$ cat src/rtl/serial_sub_ctrl.sv
// Bit-serial subtractor: computes a - b - bin one bit per cycle, LSB first,
// through a single full-subtractor cell, controlled by an IDLE/RUN/DONE FSM.
module serial_sub_ctrl #(
  parameter int unsigned WIDTH = 8
) (
  input  logic             clk,
  input  logic             rst_n,
  input  logic             start,
  input  logic             abort,
  input  logic [WIDTH-1:0] a,
  input  logic [WIDTH-1:0] b,
  input  logic             bin,
  output logic             busy,
  output logic             done,
  output logic [WIDTH-1:0] diff,
  output logic             bout
);

  localparam int unsigned CW = $clog2(WIDTH) + 1;

  typedef enum logic [1:0] {
    IDLE = 2'd0,
    RUN  = 2'd1,
    DONE = 2'd2
  } state_t;

  state_t           state;
  state_t           state_next;
  logic             accept;
  logic             step;
  logic             finish;

  logic [WIDTH-1:0] a_sr;
  logic [WIDTH-1:0] b_sr;
  logic [WIDTH-1:0] res_sr;
  logic             borrow;
  logic [CW-1:0]    cnt;

  logic             x_bit;
  logic             y_bit;
  logic             d_bit;
  logic             borrow_next;

  // Single one-bit full-subtractor cell fed by the operand LSBs and borrow.
  assign x_bit       = a_sr[0];
  assign y_bit       = b_sr[0];
  assign d_bit       = x_bit ^ y_bit ^ borrow;
  assign borrow_next = (~x_bit & y_bit) | (~(x_bit ^ y_bit) & borrow);

  // State register.
  always_ff @(posedge clk or negedge rst_n) begin
    if (!rst_n) state <= IDLE;
    else        state <= state_next;
  end

  // Next-state and datapath control decode.
  always_comb begin
    state_next = state;
    accept     = 1'b0;
    step       = 1'b0;
    finish     = 1'b0;
    case (state)
      IDLE: begin
        if (start) begin
          accept     = 1'b1;
          state_next = RUN;
        end
      end
      RUN: begin
        if (abort) begin
          state_next = IDLE;
        end else begin
          step = 1'b1;
          if (cnt == CW'(WIDTH - 1)) begin
            finish     = 1'b1;
            state_next = DONE;
          end
        end
      end
      DONE: begin
        if (start) begin
          accept     = 1'b1;
          state_next = RUN;
        end else begin
          state_next = IDLE;
        end
      end
      default: state_next = IDLE;
    endcase
  end

  // Status outputs registered alongside the state transition.
  always_ff @(posedge clk or negedge rst_n) begin
    if (!rst_n) begin
      busy <= 1'b0;
      done <= 1'b0;
    end else begin
      busy <= (state_next == RUN);
      done <= (state_next == DONE);
    end
  end

  // Operand capture, serial shift, and result load on the final bit.
  always_ff @(posedge clk or negedge rst_n) begin
    if (!rst_n) begin
      a_sr   <= '0;
      b_sr   <= '0;
      res_sr <= '0;
      borrow <= 1'b0;
      cnt    <= '0;
      diff   <= '0;
      bout   <= 1'b0;
    end else if (accept) begin
      a_sr   <= a;
      b_sr   <= b;
      borrow <= bin;
      cnt    <= '0;
    end else if (step) begin
      a_sr   <= a_sr >> 1;
      b_sr   <= b_sr >> 1;
      res_sr <= {d_bit, res_sr[WIDTH-1:1]};
      borrow <= borrow_next;
      cnt    <= cnt + CW'(1);
      if (finish) begin
        diff <= {d_bit, res_sr[WIDTH-1:1]};
        bout <= borrow_next;
      end
    end
  end

endmodule

$ cat config.mk
export PLATFORM = sky130hd
export DESIGN_NAME = serial_sub_ctrl
export DESIGN_NICKNAME = d
export VERILOG_FILES = /design/src/rtl/serial_sub_ctrl.sv
export SDC_FILE = /design/constraint.sdc
export NUM_CORES = 1
export LEC_CHECK = 0
export ABC_AREA = 0
export CELL_PAD_IN_SITES_DETAIL_PLACEMENT = 0
export CELL_PAD_IN_SITES_GLOBAL_PLACEMENT = 2
export CORE_MARGIN = 2
export CORE_UTILIZATION = 27
export DETAILED_ROUTE_END_ITERATION = 10
export MAX_ROUTING_LAYER = met4
export PLACE_DENSITY = 0.71
export SLEW_MARGIN = 20
export SYNTH_ARGS = -nofsm -noshare
export SYNTH_HDL_FRONTEND = slang
export SYNTH_SLANG_ARGS = --single-unit
$ cat constraint.sdc
create_clock -name clk -period 3.7 [get_ports clk]
set_clock_uncertainty 0.05 [all_clocks]
set_input_delay 0.74 -clock clk [delete_from_list [all_inputs] [get_ports clk]]
set_output_delay 0.74 -clock clk [all_outputs]
set_load 0.005 [all_outputs]
==> summary.txt, run 1 <==
GRT
  – Overall Global Routing Usage: between 10% and 20%
  – Largest net degree at the start of global routing: 42
  – Total grt overflow: 0
  – Initial antenna violation count: 0
  – Global-route wire length before repair: around 5500 um
  – Vias in the first global route: approximately 1,100

Worst setup path
  – Worst setup SP type: primary input
  – Worst-path cell chain: clkdlybuf4s50_1, nor3b_4, buf_4, nor3b_1, buf_4, mux2_2
  – Critical Path End: diff[4]
  – Worst path max stage delay: between 0.4 and 0.5 ns
  – FF-to-FF Start: state[1]
  – FF-to-FF path depth: 5
  – Worst R2R End: diff[4]
  – Worst EP required: 3.83 ns
  – CP Max Fanout: 34
  – Slowest cell on crit path: clkdlybuf4s50_1
  – Most used cell along the critical path: buf_4
  – Worst setup path startpoint: abort
  – CP Capture Type: flip-flop
  – CP Class: primary input to flip-flop
  – Critical path arrival: 2.51 ns
  – Reg2reg setup slack: 1.78 ns

Placed design
  – GP Congestion: roughly 0.75
  – # port buffers: 31
  – Post-DP HPWL: between 2000 and 2500 um
  – Post-Place Cells: between 200 and 250

Timing
  – Unrepaired setup endpoints after global routing: false
  – Final Cycle Share: roughly 64%
  – Worst Tran Pin Value: roughly 0.9 ns
  – Post-route setup TNS: 0 ns
  – Max Freq: 420 MHz
  – Max_slew headroom: roughly 40%
  – Post-route minimum period: approximately 2.4 ns
  – Final setup viols: 0
  – Endpoints failing hold: 0
  – Max-slew violation count: 0

CTS
  – Post-CTS resize count: 0
  – Post-CTS setup buffers: 0
  – Clock slew at reported path FFs: about 0.080 ns
  – Bufs on Longest Clock Path: 2
  – Root Buffer: clkbuf_8
  – CTS H-Tree Depth: 2
  – CTS Hold Buffers Added: 0
  – Num CTS Buffers: 5
  – Sink Count: 41
  – Clk Latency, worst-skew pair: ~0.29 ns
  – CTS tree: built

Pwr
  – Max VDD drop: between 0.15 and 0.2 mV
  – Power share of the clock group: around 30%
  – Switching share of power: between 20 and 30%
  – Power Internal: between 900 and 1000 uW
  – Static Leak: 0.00105 uW
  – Power Density: 564 mW/mm^2
  – Flop pwr share: between 50% and 60%
  – Psw: around 320 uW
  – Logic pwr share: 19.7%

Run
  – Total of max-cap violations: 0

Floorplan
  – IO Count: 32
  – FP Rows: 28
  – Die Y-Extent: ~83 um
  – Die area: 0.00687 sq mm
  – Chip Width: between 80 and 90 um
  – Starting Density: 28.2%
  – Core region area: ~0.006 sq mm

Worst hold path
  – Worst hold path type: flip-flop to flip-flop

Logic synthesis
  – Post-Syn Instances: 125
  – Mapped Area: between 0.0015 and 0.002 sq mm
  – Yosys Warn Count: 0
  – Avg Inst Size Synth: between 10 and 15 sq um
  – Number of distinct library cells after synthesis: 21
  – Flop and latch count out of synthesis: between 40 and 50
  – Register area share after synthesis: about three fifths
  – Mapped Nets: 148

Detailed routing
  – Post-route ant nets: 0
  – Via count: between 1,000 and 1,500
  – Avg Vias per Cell: 4.58
  – DRC: 0
  – DR iter-0 viols: 35
  – First-pass iteration count of the detailed router: 4
  – WL per Instance: around 13 um
  – Final wirelength: 3140 um

Layout
  – Share of layout cells above drive strength 1: 18.6%
  – Most frequent cells in the layout: 41 x dfrtp_1, 30 x clkdlybuf4s50_1, 16 x mux2_2
  – Synthesis-to-layout area growth: 30.5%
  – Nets: around 180
  – Final Util: ~37%
  – Final Non-Filler Cells: around 240
  – Most common cell after layout, fill and taps aside: dfrtp_1
  – Antenna cells: 0

Status
  – Status: complete, no violations
## flip-flops by register name, summed over array words and instances (netlist names)
signal,count
busy,1
state,2
bout,1
a_sr,8
diff,8
b_sr,8
borrow,1
res_sr,7
done,1
cnt,4
## synth_stat cells, drive strengths merged
master / count / share of area, %
mux2i: 3 / 1.8
nand4: 1 / 0.37
nand2b: 1 / 0.37
nand2: 12 / 2.7
o21ai: 4 / 1.2
ha: 1 / 0.74
fa: 1 / 1.2
nor3b: 3 / 2.0
nor2b: 2 / 0.74
clkbuf: 1 / 0.22
inv: 3 / 0.67
buf: 6 / 1.9
nor3: 1 / 0.30
mux2: 16 / 11
a21o: 13 / 5.8
nor2: 1 / 0.22
a221o: 2 / 1.2
a22o: 13 / 6.8
dfrtp: 41 / 61
## per-layer routing
layer	vias to the layer above	GRT usage, %	routed length, um
li1	514	-	-
met1	538	12.8	1480
met2	26	15.8	1520
met3	2	3.28	143
met4	0	2.24	6
met5	-	-	0
## logic make-up after synthesis
logic type	after synthesis	share of synthesized area, %
flip-flops	41	61.1
multiplexers	19	12.5
adder cells (fa/ha/maj)	2	1.94
AO/OA/AOI/OAI	32	15.0
buffers and inverters	10	2.83
AND/OR/NAND/NOR	21	6.70
## critical path, delay by kind of cell
family                 cells  cell delay [ns]
and+or+nand+nor            2             0.41
muxes                      1             0.34
buffers and inverters      3             1.01
## metrics by stage
stage | cell area, sq um | hold slack (ns) | total power, uW | worst slack (ns)
floorplan | 1680 | 0.394 | 775 | 1.84
global placement | 2070 | 0.408 | 867 | 1.04
detailed placement | 2070 | 0.416 | 882 | 0.995
CTS | 2190 | 0.434 | 1260 | 1.31
global route | 2190 | 0.454 | 1320 | 1.18
finish | 2190 | 0.432 | 1240 | 1.32
## power by group through the flow
| stage | Sequential, uW | Clock (uW) | Combinational (uW) |
|---|---|---|---|
| floorplan | 611 | 0 | 164 |
| global placement | 628 | 0 | 238 |
| detailed placement | 634 | 0 | 248 |
| CTS | 625 | 382 | 249 |
| global route | 641 | 401 | 275 |
| finish | 624 | 370 | 244 |
## worst min-delay path by stage
| stage | from | to | cells past startpoint | slack, ns |
|---|---|---|---|---|
| floorplan | rst_n | a_sr[0] | 0 | 0.39 |
| global placement | a_sr[3] | a_sr[3] | 1 | 0.41 |
| detailed placement | b_sr[2] | b_sr[2] | 1 | 0.42 |
| CTS | b_sr[2] | b_sr[2] | 1 | 0.43 |
| global route | a_sr[6] | a_sr[6] | 1 | 0.45 |
| finish | a_sr[1] | a_sr[1] | 1 | 0.43 |
## layout make-up
class	instances	area (sq um)
clock buffers	6	82.6
inverters	3	11.3
clock inverters	2	37.5
flip-flops and latches	41	1030
fillers	586	3760
repair buffers	35	335
well taps	75	93.8
multi-input cells	74	607
No activity file was read; power rests on OpenSTA's default activity.
==> run 2: changes to the inputs <==
clock period = 2.35 ns   (was 3.7 ns; I/O delays follow)
==> summary.txt, run 2 (synthesis results as in run 1) <==
Detailed routing
  – DRC: 0 (unchanged)
  – Post-route ant nets: 0 (unchanged)
  – Final wirelength: 3030 um (-3.8%)
  – First-pass iteration count of the detailed router: 4 (unchanged)
  – Avg Vias per Cell: 4.51 (-1.4%)
  – WL per Instance: 12.9 um (-3.3%)
  – Via count: 1,060 (-1.9%)
  – DR iter-0 viols: 26 (-26%)

Status
  – Status: complete, no violations

GRT
  – Initial antenna violation count: 0 (unchanged)
  – Global-route wire length before repair: 5380 um (-2.6%)
  – Total grt overflow: 0 (unchanged)
  – Vias in the first global route: 1,108 (-2.5%)
  – Largest net degree at the start of global routing: 42 (unchanged)
  – Overall Global Routing Usage: 9.96% (-0.099 points)

Layout
  – Most common cell after layout, fill and taps aside: dfrtp_1
  – Share of layout cells above drive strength 1: 17.5% (-1.1 points)
  – Top flop regs: a_sr (8), b_sr (8), diff (8)
  – Nets: 183 (unchanged)
  – Antenna cells: 0 (unchanged)
  – Synthesis-to-layout area growth: 28.5%
  – Most frequent cells in the layout: 41 x dfrtp_1, 30 x clkdlybuf4s50_1, 16 x mux2_2
  – Fillers: 601 (+2.6%)
  – Final Util: 36.3% (-0.57 points)

CTS
  – CTS tree: built
  – CTS Hold Buffers Added: 0 (unchanged)
  – Num CTS Buffers: 5 (unchanged)
  – Clk Latency, worst-skew pair: 0.28 ns (about the same)
  – Sink Count: 41 (unchanged)
  – Bufs on Longest Clock Path: 2 (unchanged)
  – Root Buffer: clkbuf_8
  – Post-CTS setup buffers: 0 (unchanged)
  – Post-CTS resize count: 0 (unchanged)
  – Clock slew at reported path FFs: 0.07 ns (about the same)
  – CTS H-Tree Depth: 2 (unchanged)

Worst setup path
  – FF-to-FF Start: state[0]
  – Worst EP required: 2.52 ns (-1.31 ns)
  – Critical path arrival: 2.07 ns (-0.44 ns)
  – Worst R2R End: cnt[0]
  – Worst setup path startpoint: abort
  – CP Max Fanout: 15 (-56%)
  – FF-to-FF path depth: 3 (-2)
  – CP Capture Type: flip-flop
  – CP Class: primary input to flip-flop
  – Reg2reg setup slack: 0.66 ns (-1.12 ns)
  – Worst setup SP type: primary input

Timing
  – Final setup viols: 0 (unchanged)
  – Worst Tran Pin Value: 0.958 ns (+0.0761 ns)
  – Final Cycle Share: between 80% and 90%
  – Endpoints failing hold: 0 (unchanged)
  – Max_slew headroom: 35.9% (-5.3 points)
  – Max-slew violation count: 0 (unchanged)
  – Post-route minimum period: around 1.9 ns
  – Post-route setup TNS: 0 ns (unchanged)
  – Max Freq: between 500 and 600 MHz
  – Unrepaired setup endpoints after global routing: false

Pwr
  – Flop pwr share: 54.2% (+3.8 points)
  – Logic pwr share: 20.8% (+1.1 points)
  – Power Density: 834 mW/mm^2 (+48%)
  – Power Internal: 1330 uW (+45%)
  – Power share of the clock group: 25.0% (-4.9 points)
  – Switching share of power: 25.9% (+0.28 points)
  – Max VDD drop: 0.313 mV (+65%)
  – Psw: 466 uW (+47%)
  – Static Leak: 0.00104 uW (-1.2%)

Floorplan
  – FP Rows: 28 (unchanged)
  – Die area: 0.00687 sq mm (unchanged)
  – Chip Width: 82.9 um (unchanged)
  – IO Count: 32 (unchanged)
  – Core region area: 0.00596 sq mm (unchanged)
  – Die Y-Extent: 82.9 um (unchanged)
  – Starting Density: 28.2% (unchanged)

Worst hold path
  – Worst hold path type: primary input to async pin

Placed design
  – # port buffers: 31 (unchanged)
  – GP Congestion: 0.773 (+3.1%)
  – Post-DP HPWL: 2160 um (-3.0%)

Run
  – Total of max-cap violations: 0 (unchanged)
-- run 2: changes by cell type in the layout (fill, tap and decap cells not counted), sizes merged --
cell,change
bufinv,-1
clkbuf,+1
clkinvlp,-1
-- run 2: power groups by stage --
stage	clock (uW)	sequential [uW]	combinational (uW)
after global placement	0	986	372
after floorplan	0	963	258
after CTS	474	978	386
after detailed placement	0	993	384
final	449	977	374
after global routing	509	1000	422
-- run 2: worst max path at each step --
stage	endpoint	slack, ns	cells after the start
floorplan	diff[0]	0.76	4
global placement	cnt[0]	0.10	4
detailed placement	cnt[0]	0.12	4
CTS	cnt[0]	0.42	4
global route	borrow	0.35	4
finish	cnt[0]	0.45	4
-- run 2: critical path, cell delays in order --
cell and delay [ns]:
clkdlybuf4s50_1 0.50, nor3b_4 0.06, nor2_1 0.74, mux2_2 0.30
-- run 2: final cells by class --
cell class	count	area [sq um]	share of cell area, %
Sequential cell	41	1030	47.5
Multi-Input combinational cell	74	607	28.1
Timing Repair Buffer	35	335	15.5
Tap cell	75	93.8	4.35
Clock buffer	7	86.3	4.00
Inverter	3	11.3	0.521
-- run 2: per-layer routing --
layer	vias to the layer above	global-route usage, %	routed length (um)
li1	513	-	-
met1	515	11.8	1350
met2	25	15.4	1460
met3	7	3.58	139
met4	0	4.17	74
met5	-	-	0
-- run 2: through the flow --
step	setup WS (ns)	cells	hold slack, ns	total power (uW)	area, sq um
floorplan	0.761	125	0.124	1220	1680
global placement	0.105	228	0.410	1360	2070
detailed placement	0.118	228	0.417	1380	2070
CTS	0.418	235	0.290	1840	2160
global route	0.355	235	0.342	1930	2160
finish	0.454	235	0.258	1800	2160
==> run 3: changes to the inputs <==
clock period = 1.8 ns   (was 2.35 ns; I/O delays follow)
==> summary.txt, run 3 (synthesis results as in run 1) <==
Status
  – Status: complete, no violations

CTS
  – Sink Count: 41 (unchanged)
  – Post-CTS setup buffers: 0 (unchanged)
  – Bufs on Longest Clock Path: 2 (unchanged)
  – CTS H-Tree Depth: 2 (unchanged)
  – Post-CTS resize count: 0 (unchanged)
  – CTS tree: built
  – Clk Latency, worst-skew pair: 0.29 ns (about the same)
  – Num CTS Buffers: 5 (unchanged)
  – Root Buffer: clkbuf_8
  – Clock slew at reported path FFs: 0.08 ns (about the same)

Pwr
  – Static Leak: 0.00108 uW (+3.7%)
  – Pwr Total: 2430 uW (+35%)
  – Power Density: 1090 mW/mm^2 (+31%)
  – Max VDD drop: 0.346 mV (+10%)

Timing
  – Endpoints failing hold: 0 (unchanged)
  – Unrepaired setup endpoints after global routing: false
  – Max Freq: roughly 590 MHz
  – Final Cycle Share: between 90% and 100%
  – Post-route setup TNS: 0 ns (unchanged)
  – Max_slew headroom: 57.6% (+22 points)
  – Worst Tran Pin Value: 0.633 ns (-0.324 ns)
  – Max-slew violation count: 0 (unchanged)
  – Final setup viols: 0 (unchanged)
  – Post-route minimum period: between 1.5 and 2 ns
  – Hold slack: 0.429 ns (+0.171 ns)

Detailed routing
  – WL per Instance: 12.9 um (+0.35%)
  – Via count: 1,099 (+3.7%)
  – First-pass iteration count of the detailed router: 4 (unchanged)
  – DRC: 0 (unchanged)
  – Post-route ant nets: 0 (unchanged)
  – DR iter-0 viols: 17 (-35%)
  – Final wirelength: 3110 um (+2.9%)
  – Avg Vias per Cell: 4.56 (+1.1%)

GRT
  – Global-route wire length before repair: 5510 um (+2.6%)
  – Total grt overflow: 0 (unchanged)
  – Largest net degree at the start of global routing: 42 (unchanged)
  – Overall Global Routing Usage: 10.1% (+0.091 points)
  – Vias in the first global route: 1,147 (+3.5%)
  – Initial antenna violation count: 0 (unchanged)

Worst setup path
  – Worst setup path startpoint: abort
  – Slowest cell on crit path: clkdlybuf4s50_1
  – Critical Path End: diff[2]
  – Worst path max stage delay: 0.44 ns (-0.30 ns)
  – Critical path arrival: 1.82 ns (-0.25 ns)
  – Reg2reg setup slack: 0.20 ns (-0.46 ns)
  – CP Max Fanout: 10 (-5)
  – CP Capture Type: flip-flop
  – FF-to-FF path depth: 4 (+1)
  – CP Class: primary input to flip-flop
  – FF-to-FF Start: state[1]
  – Worst setup SP type: primary input
  – Worst-path cell chain: clkdlybuf4s50_1, nor3b_4, nor3b_1, buf_4, mux2_2
  – Worst EP required: 1.92 ns (-0.60 ns)
  – Worst R2R End: diff[2]

Worst hold path
  – Worst hold path type: flip-flop to flip-flop

Layout
  – Nets: 188 (+2.7%)
  – Fin area: 0.00223 sq mm (+3.1%)
  – Synthesis-to-layout area growth: 32.5%
  – Most frequent cells in the layout: 41 x dfrtp_1, 30 x clkdlybuf4s50_1, 16 x mux2_2
  – Top flop regs: a_sr (8), b_sr (8), diff (8)
  – Antenna cells: 0 (unchanged)
  – Final Non-Filler Cells: 241 (+2.6%)
  – Share of layout cells above drive strength 1: 20.5% (+3.0 points)
  – Most common cell after layout, fill and taps aside: dfrtp_1

Floorplan
  – Die area: 0.00687 sq mm (unchanged)
  – Die Y-Extent: 82.9 um (unchanged)
  – Starting Density: 28.2% (unchanged)
  – Chip Width: 82.9 um (unchanged)
  – Core region area: 0.00596 sq mm (unchanged)
  – FP Rows: 28 (unchanged)
  – IO Count: 32 (unchanged)

Placed design
  – Post-Place Cells: 232 (+1.8%)
  – Post-DP HPWL: 2270 um (+5.3%)
  – Dpl cell area: 0.00212 sq mm (+2.1%)
  – GP Congestion: 0.772 (-0.12%)
  – # port buffers: 31 (unchanged)

Run
  – Total of max-cap violations: 0 (unchanged)
==> run 3: changes by cell type in the layout (fill, tap and decap cells not counted) <==
cell,delta
buf_4,+3
clkinv_2,+1
dlygate4sd3_1,+1
clkbuf_8,+1
buf_12,+1
clkbuf_1,-1
==> run 3: power by group <==
| part | internal (uW) | switching, uW |
|---|---|---|
| sequential | 1140 | 136 |
| combinational | 311 | 198 |
| clock | 346 | 297 |
| total | 1800 | 631 |
==> run 3: worst min-delay path by stage <==
stage	startpoint	endpoint	slack [ns]	depth (start not counted)
after floorplan	rst_n	a_sr[0]	0.01	0
after global placement	rst_n	borrow	0.30	2
after detailed placement	rst_n	borrow	0.30	2
after CTS	b_sr[2]	b_sr[2]	0.43	1
after global routing	b_sr[4]	b_sr[4]	0.46	1
final	b_sr[2]	b_sr[2]	0.43	1
==> run 3: per-layer routing <==
metal	share of wire, %	global-route usage [%]	up-vias
li1	-	-	528
met1	47	12.2	541
met2	47	16.1	24
met3	4.8	3.68	6
met4	1.1	2.24	0
met5	0	-	-
==> run 3: per-stage QoR <==
| step | setup WS [ns] | util, % |
|---|---|---|
| detailed placement | -0.209 | 35.5 |
| global route | 0.0160 | 37.4 |
| floorplan | 0.278 | - |
| CTS | 0.101 | 37.4 |
| global placement | -0.170 | 35.5 |
| finish | 0.105 | 37.4 |
==> run 3: layout make-up <==
type	instances	area [sq um]
multi-input cells	74	607
fillers	589	3730
inverters	3	11.3
clock buffers	7	96.3
well taps	75	93.8
clock inverters	1	5.00
repair buffers	40	388
flip-flops and latches	41	1030
==> run 3: worst max-delay path: cells and delay by family <==
family	cells	cell delay [ns]
simple gates	2	0.46
mux	1	0.35
buf+inv	2	0.65
==> run 3: repair_timing <==
action | in CTS | in global routing
hold endpoints to repair | 41 | 0
setup endpoints to repair | 0 | 0
hold buffers | 1 | 0
